[src/rtl/seq_pattern_detect_ctrl.sv]
`default_nettype none
// ============================================================================
// Module   : seq_pattern_detect_ctrl
// Purpose  : Controller/sequencer for the serial sequence-detection datapath.
//            A runtime pattern (1..MAX_LEN bits) is loaded over a valid/ready
//            config port. On start the block consumes a valid/ready serial
//            bit stream. It raises a Mealy match pulse for each hit, counts
//            hits and parks in DONE once a programmed threshold is reached.
// Ports    : clk, reset_n (async, active-low)
//            cfg_valid/cfg_ready, cfg_pattern, cfg_len, cfg_thresh, cfg_err
//            start, stop
//            bit_valid/bit_ready, bit_in
//            match (combinational), match_cnt, busy, done
// Config   : SEQ_PATTERN_DETECT_CTRL_OVERLAP_EN
//            defined   -> history is kept after a hit, so overlapping hits count
//            undefined -> history is cleared after a hit, so hits never overlap
// Revision : 1.0  initial release
// ============================================================================
module seq_pattern_detect_ctrl #(
  parameter  int MAX_LEN = 8,
  parameter  int CNT_W   = 8,
  localparam int LEN_W   = $clog2(MAX_LEN + 1)
) (
  input  logic               clk,
  input  logic               reset_n,
  input  logic               cfg_valid,
  output logic               cfg_ready,
  input  logic [MAX_LEN-1:0] cfg_pattern,
  input  logic [LEN_W-1:0]   cfg_len,
  input  logic [CNT_W-1:0]   cfg_thresh,
  output logic               cfg_err,
  input  logic               start,
  input  logic               stop,
  input  logic               bit_valid,
  output logic               bit_ready,
  input  logic               bit_in,
  output logic               match,
  output logic [CNT_W-1:0]   match_cnt,
  output logic               busy,
  output logic               done
);

`ifdef SEQ_PATTERN_DETECT_CTRL_OVERLAP_EN
  localparam bit c_overlap = 1'b1;
`else
  localparam bit c_overlap = 1'b0;
`endif

  localparam logic [LEN_W-1:0] c_max_len = LEN_W'(MAX_LEN);
  localparam logic [CNT_W-1:0] c_cnt_max = '1;

  typedef enum logic [1:0] {
    ST_IDLE = 2'd0,
    ST_RUN  = 2'd1,
    ST_DONE = 2'd2
  } state_t;

  state_t             r_state;
  state_t             w_state_nxt;
  logic               r_loaded;
  logic [MAX_LEN-1:0] r_pat;
  logic [LEN_W-1:0]   r_len;
  logic [CNT_W-1:0]   r_thr;
  // Only MAX_LEN-1 past bits are ever needed: the newest bit comes from bit_in.
  logic [MAX_LEN-2:0] r_hist;
  logic [LEN_W-1:0]   r_fill;
  logic [CNT_W-1:0]   r_cnt;
  logic               r_cfg_err;

  logic               w_len_ok;
  logic               w_cfg_take;
  logic               w_arm;
  logic               w_accept;
  logic [MAX_LEN-1:0] w_win;
  logic [MAX_LEN-1:0] w_mask;
  logic [LEN_W:0]     w_fill_p1;
  logic               w_full;
  logic [CNT_W:0]     w_cnt_p1;

  assign w_len_ok  = (cfg_len != '0) && (cfg_len <= c_max_len);
  // Window of the last MAX_LEN bits including the one being offered now;
  // bit [0] is the newest, which lines up with pattern bit [0].
  assign w_win     = {r_hist, bit_in};
  assign w_fill_p1 = {1'b0, r_fill} + 1'b1;
  assign w_full    = (w_fill_p1 >= {1'b0, r_len});
  assign w_cnt_p1  = {1'b0, r_cnt} + 1'b1;

  always_comb begin
    w_mask = '0;
    for (int i = 0; i < MAX_LEN; i++) begin
      w_mask[i] = (LEN_W'(i) < r_len);
    end
  end

  always_comb begin
    w_state_nxt = r_state;
    cfg_ready   = 1'b0;
    bit_ready   = 1'b0;
    match       = 1'b0;
    busy        = 1'b0;
    done        = 1'b0;
    w_cfg_take  = 1'b0;
    w_arm       = 1'b0;
    w_accept    = 1'b0;
    case (r_state)
      ST_IDLE: begin
        cfg_ready  = 1'b1;
        w_cfg_take = cfg_valid;
        if (start && r_loaded && !stop) begin
          w_state_nxt = ST_RUN;
          w_arm       = 1'b1;
        end
      end
      ST_RUN: begin
        busy      = 1'b1;
        bit_ready = !stop;
        w_accept  = bit_valid && !stop;
        match     = w_accept && w_full && (((w_win ^ r_pat) & w_mask) == '0);
        if (stop) begin
          w_state_nxt = ST_IDLE;
        end else if (match && (r_thr != '0) && (w_cnt_p1 == {1'b0, r_thr})) begin
          w_state_nxt = ST_DONE;
        end
      end
      ST_DONE: begin
        done = 1'b1;
        if (stop) begin
          w_state_nxt = ST_IDLE;
        end
      end
      default: begin
        w_state_nxt = ST_IDLE;
      end
    endcase
  end

  always_ff @(posedge clk or negedge reset_n) begin
    if (!reset_n) begin
      r_state <= ST_IDLE;
    end else begin
      r_state <= w_state_nxt;
    end
  end

  // Config registers: an illegal length leaves the previous config intact.
  always_ff @(posedge clk or negedge reset_n) begin
    if (!reset_n) begin
      r_loaded  <= 1'b0;
      r_pat     <= '0;
      r_len     <= '0;
      r_thr     <= '0;
      r_cfg_err <= 1'b0;
    end else begin
      r_cfg_err <= 1'b0;
      if (w_cfg_take) begin
        if (w_len_ok) begin
          r_loaded <= 1'b1;
          r_pat    <= cfg_pattern;
          r_len    <= cfg_len;
          r_thr    <= cfg_thresh;
        end else begin
          r_cfg_err <= 1'b1;
        end
      end
    end
  end

  always_ff @(posedge clk or negedge reset_n) begin
    if (!reset_n) begin
      r_hist <= '0;
      r_fill <= '0;
      r_cnt  <= '0;
    end else if (w_arm) begin
      r_hist <= '0;
      r_fill <= '0;
      r_cnt  <= '0;
    end else if (w_accept) begin
      if (match && !c_overlap) begin
        // Non-overlapping mode: the next hit must be built from fresh bits.
        r_hist <= '0;
        r_fill <= '0;
      end else begin
        r_hist <= w_win[MAX_LEN-2:0];
        r_fill <= w_full ? r_len : w_fill_p1[LEN_W-1:0];
      end
      if (match && (r_cnt != c_cnt_max)) begin
        r_cnt <= w_cnt_p1[CNT_W-1:0];
      end
    end
  end

  assign cfg_err   = r_cfg_err;
  assign match_cnt = r_cnt;

endmodule
`default_nettype wire

[config.mk]
export PLATFORM = sky130hd
export DESIGN_NAME = seq_pattern_detect_ctrl
export DESIGN_NICKNAME = d
export VERILOG_FILES = /design/src/rtl/seq_pattern_detect_ctrl.sv
export SDC_FILE = /design/constraint.sdc
export NUM_CORES = 1
export LEC_CHECK = 0
export CAP_MARGIN = 15
export CORE_ASPECT_RATIO = 2
export CORE_MARGIN = 2
export CORE_UTILIZATION = 25
export CTS_CLUSTER_DIAMETER = 150
export DETAILED_ROUTE_END_ITERATION = 6
export MAX_ROUTING_LAYER = met4
export SKIP_CTS_REPAIR_TIMING = 1
export SLEW_MARGIN = 20
export SYNTH_ARGS = -nofsm -noshare
export SYNTH_HDL_FRONTEND = slang
export SYNTH_SLANG_ARGS = --single-unit
[constraint.sdc]
create_clock -name clk -period 2.3 [get_ports clk]
set_input_delay 0.345 -clock clk [delete_from_list [all_inputs] [get_ports clk]]
set_output_delay 0.345 -clock clk [all_outputs]
set_load 0.1 [all_outputs]
* Word-level counts from Yosys, hierarchy flattened *
Cells that the tools add are included.

storage, ports and cells
  flip-flop bits (word level) = 43
  bits of input ports = 27

operators by class
  eq/ne operators = 7
  multiplexer cells = 26
  bitwise operators = 2
  reduce and logical (&&, ||, !) cells = 19
  magnitude comparators = 10
  add/subtract/negate cells = 2

operator list
  kind                   count
  $mux W8                3
  $mux W7                3
  $lt A3 B4 Y1 const A   4
  $mux W4                4
  $mux W1                11
  $add A8 B1 Y9 const B  1
  $eq A9 B8 Y1           1
  $logic_and A1 B1 Y1    9
  $and A8 B8 Y8          1
  $logic_not A8 Y1       1
  $lt A1 B4 Y1 const A   2
  $lt A2 B4 Y1 const A   2
  $mux W2                4
  $ne A8 B8 Y1 const B   1
  $reduce_bool A8 Y1     1
  $xor A8 B8 Y8          1
  $pmux W2 S3            1
  $add A4 B1 Y5 const B  1
  $ge A5 B4 Y1           1
  $le A4 B4 Y1 const B   1
  $ne A2 B2 Y1 const B   2
  $reduce_and A2 Y1      2
  $reduce_bool A2 Y1     2
  $reduce_bool A4 Y1     1
  6 further kinds        6

* Longest topological paths before layout *
  word-level depth = 9
  gate-level depth with buffers = 9
  mapped depth without buffers = 8

* Least setup slack after synthesis *
Ideal clock, no wire load.

  kind = register to output
  from = register r_fill[0]
  to = output port match
  required time = 1.955 ns
  slack = -0.952 ns
  arrival time = 2.907 ns
  stages on the path, launching flop included = 8
  path through = dfrtp_1 -> ha_1 -> xor2_1 -> ha_1 -> o21ai_0 -> o21ai_2 -> nand3_1 -> nor2_1

between the ends
  longest elaborated chain between the ends = 5

RTL lines
  what                              line  text
  start: declaration                66    logic [LEN_W-1:0] r_fill;
  start signal: assignment          184   r_fill <= w_full ? r_len : w_fill_p1[LEN_W-1:0];
  $add A4 B1 Y5                     84    assign w_fill_p1 = {1'b0, r_fill} + 1'b1;
  $ge A5 B4 Y1                      85    assign w_full = (w_fill_p1 >= {1'b0, r_len});
  $logic_and A1 B1 Y1 (2 in a row)  118   match = w_accept && w_full && (((w_win ^ r_pat) & w_mask) == '0);
  $mux W1                           105   case (r_state)
  end: declaration                  37    output logic match,

No other way between the ends.

* Final worst setup path *
  from = register r_len[2]
  to = output port match

between the ends
  longest elaborated chain between the ends = 5

RTL lines
  what                                        line  text
  start: declaration                          62    logic [LEN_W-1:0] r_len;
  start signal: assignment                    159   r_len <= cfg_len;
  $lt A1 B4 Y1, or another cell as far along  91    w_mask[i] = (LEN_W'(i) < r_len);
  $and A8 B8 Y8                               118
  $logic_not A8 Y1                            118
  $logic_and A1 B1 Y1 (*)                     118
  $mux W1 (*)                                 105

Every way passes the cells marked *; elsewhere a longest branch is shown, timed or not.

==> summary.json <==
{
  "multiplexer_fraction_of_the_synthesized_cell_area_pct": 10.7,
  "synth-seq-area-share_pct": 44.9,
  "timing.hold.worst.class": "in -> async",
  "clkLatencyLatePin_ns": 0.29,
  "period_minus_slack_ns": 2.52,
  "status": "finished, violations left",
  "post-dp-hpwl_um": 5320,
  "timing.critical_path.arrival_ns": 2.17,
  "fillCellCount": 929,
  "worstPathRequired_ns": 1.96,
  "cts_inserted_buffers": 5,
  "max_stage_delay_ns": 0.53,
  "p_r_area_growth_vs_syn_pct": 40.1,
  "setup.worst_path.class": "reg -> out",
  "count_of_tritonroute_iterations_in_the_first_routing_pass": 4,
  "placedInstanceArea_sq_um": 3120,
  "cts_max_path_buffers": 2,
  "timing.final.ws_setup_ns": -0.217,
  "synth_top_family_by_area": "compound AO/OA/AOI/OAI gates",
  "drtAntennaViolNets": 0,
  "final_nets": 331,
  "crit_path_cell_trace": "or4_1 > a221o_1 > a21oi_2 > nand3_2 > nor2_4 > buf_12",
  "wl_um": 6680,
  "io_buffer_count": 40,
  "r2r.worst_path.cells": 7,
  "skew_ns": 0.00577,
  "syn-instance-count": 229,
  "design.portCount": 41,
  "fin_crit_sh_pct": 109,
  "timing.max_slew.rel_slack_pct": 49.2,
  "synthesis.nets": 262,
  "grt_pass1_wl_um": 10400,
  "layout_common_cells": "40 x sky130_fd_sc_hd__buf_4, 37 x sky130_fd_sc_hd__dfrtp_1, 25 x sky130_fd_sc_hd__clkdlybuf4s50_1, 21 x sky130_fd_sc_hd__mux2_2, 14 x sky130_fd_sc_hd__nand2_1",
  "maximum_number_of_pins_on_one_net_before_global_route_repair": 34,
  "synth_enable_flop_cells": 0,
  "setup.worst_path.start_class": "flop",
  "cts.htree.levels": 2,
  "synth.cell_area_sq_um": 2390,
  "number_of_global_route_vias_before_repair": 2070,
  "endpoint_kind": "primary output",
  "violations_in_the_final_reports": "setup timing",
  "p_per_area_nw_per_um2": 837,
  "grt_antenna_before_repair": 0,
  "synthesis.yosys.warnings": 0,
  "final_hold_viol_count": 0,
  "chipWidth_um": 73.2,
  "die_y_um": 142,
  "antenna-diode-count": 0,
  "yosys_most_used_dff": "sky130_fd_sc_hd__dfrtp_1",
  "drc_errors": 0,
  "grt_overflow": 0,
  "floorplan.rows": 50,
  "cell_chosen_for_the_clock_root": "sky130_fd_sc_hd__clkbuf_16",
  "most_common_cell_after_layout_fill_and_taps_aside": "sky130_fd_sc_hd__buf_4",
  "clkTransAtPathRegs_ns": 0.06,
  "wl_per_cell_um": 16.6,
  "post_layout_inst_area_sq_um": 3350,
  "yosys.area_share.adder_pct": 3.13,
  "dp_worst_setup_slack_ns": -0.115,
  "irDropWorstVdd_uv": 498,
  "syn_avg_cell_area_sq_um": 10.5,
  "detailedRoute.firstIterationViolations": 79,
  "critPathSlowestCell": "sky130_fd_sc_hd__or4_1",
  "max_cap_viol_count": 0,
  "vias": 2068,
  "final.hold.worst_slack_ns": 0.126,
  "synth-simple-area-share_pct": 14.9,
  "timing_max_transition_violations_final": 0,
  "cts_tree": "done",
  "synth_xor_xnor_area_share_pct": 6.95,
  "place.gp.congestion": 0.849,
  "asyncSetResetFlopFracSynth_pct": 100,
  "drive_gt1_share_pct": 33.1,
  "design.die.area_sq_um": 10400,
  "yosys_register_bits": 43,
  "effective_utilization_at_floorplan_pct": 25.7,
  "max_freq_ghz": 0.397,
  "setup_violations": 1,
  "synth_area_in_compound_gates_pct": 16.5,
  "clkSinkCount": 43,
  "area_of_the_core_region_sq_um": 9320,
  "utilization_pct": 36.0,
  "p_total_uw": 2810,
  "worstPathMaxFanout": 4,
  "vias_per_cell": 5.13,
  "setup_repair_after_global_routing_missed_its_margin": "true",
  "post_synth_num_cell_types": 50,
  "cellLeakagePower_uw": 0.00143,
  "track_usage_pct": 13.8,
  "worstMarginPinSlew_ns": 0.762
}
-- metal layers --
metal | track usage [%] | wire [um] | vias up
met4 | 10.4 | 446 | 0
met2 | 25.5 | 3910 | 53
met5 | - | 0 | -
li1 | - | - | 979
met3 | 1.70 | 187 | 22
met1 | 11.9 | 2140 | 1014
-- worst max-delay path: cells and delay by family (launching register included) --
family | cells | cell delay (ns)
AO/OA/AOI/OAI | 2 | 0.49
buffers and inverters | 1 | 0.19
flip-flops | 1 | 0.41
AND/OR/NAND/NOR | 3 | 0.80
-- layout make-up --
type | instances | area, sq um | share of cell area, %
Clock buffer | 5 | 125 | 3.73
Clock inverter | 3 | 43.8 | 1.31
Inverter | 7 | 26.3 | 0.783
Multi-Input combinational cell | 170 | 1310 | 39.1
Sequential cell | 43 | 1090 | 32.4
Tap cell | 104 | 130 | 3.88
Timing Repair Buffer | 71 | 632 | 18.8
-- per-stage QoR --
step	setup TNS, ns	cells
2_1_floorplan	-0.183	229
3_3_place_gp	-0.819	391
3_5_place_dp	-1.05	391
4_1_cts	-0.365	399
5_1_grt	-0.344	403
6_report	-0.217	403
-- power breakdown --
group | switching, uW | leakage, uW | internal [uW]
registers | 125 | 0.000537 | 884
logic | 480 | 0.000810 | 501
clock network | 304 | 0.0000838 | 512
-- worst paths after layout --
check | from | end | slack, ns
setup / recovery | r_len[2] | match | -0.22
hold reg to reg | r_loaded | r_loaded | 0.49
hold / removal | reset_n | r_hist[6] | 0.13
max in group asynchronous | reset_n | r_thr[6] | 1.57
min in group clk | r_loaded | r_loaded | 0.49
setup reg to reg | r_len[2] | match_cnt[6] | 0.01
-- kinds of logic after synthesis --
family | after synthesis
AO/OA/AOI/OAI | 55
XOR/XNOR | 19
adder cells (fa/ha/maj) | 6
buffers and inverters | 16
flip-flops | 43
multiplexers | 23
AND/OR/NAND/NOR | 67
-- state kept, by name, summed over array words and instances (netlist names) --
name / cells
match_cnt: 8
r_pat: 8
r_thr: 8
r_hist: 7
r_fill: 4
r_len: 4
r_state: 2
cfg_err: 1
r_loaded: 1
-- synthesized netlist by cell type, types with 4 or more instances --
| cell type | number | area share [%] |
|---|---|---|
| sky130_fd_sc_hd__inv_1 | 7 | 1.1 |
| sky130_fd_sc_hd__nand2b_1 | 8 | 2.1 |
| sky130_fd_sc_hd__xnor2_1 | 11 | 4.0 |
| sky130_fd_sc_hd__a22o_1 | 10 | 3.7 |
| sky130_fd_sc_hd__a21oi_1 | 7 | 1.5 |
| sky130_fd_sc_hd__nand2_1 | 14 | 2.2 |
| sky130_fd_sc_hd__xor2_1 | 8 | 2.9 |
| sky130_fd_sc_hd__mux2_2 | 21 | 9.9 |
| sky130_fd_sc_hd__ha_1 | 6 | 3.1 |
| sky130_fd_sc_hd__clkbuf_1 | 7 | 1.1 |
| sky130_fd_sc_hd__dfrtp_1 | 43 | 45 |
| sky130_fd_sc_hd__o21ai_0 | 11 | 2.3 |
| sky130_fd_sc_hd__nor2_1 | 9 | 1.4 |
| sky130_fd_sc_hd__nand3_1 | 11 | 2.3 |
| sky130_fd_sc_hd__nor3_1 | 5 | 1.0 |
| sky130_fd_sc_hd__a31oi_1 | 4 | 1.0 |
(Power assumes the default switching activity.)
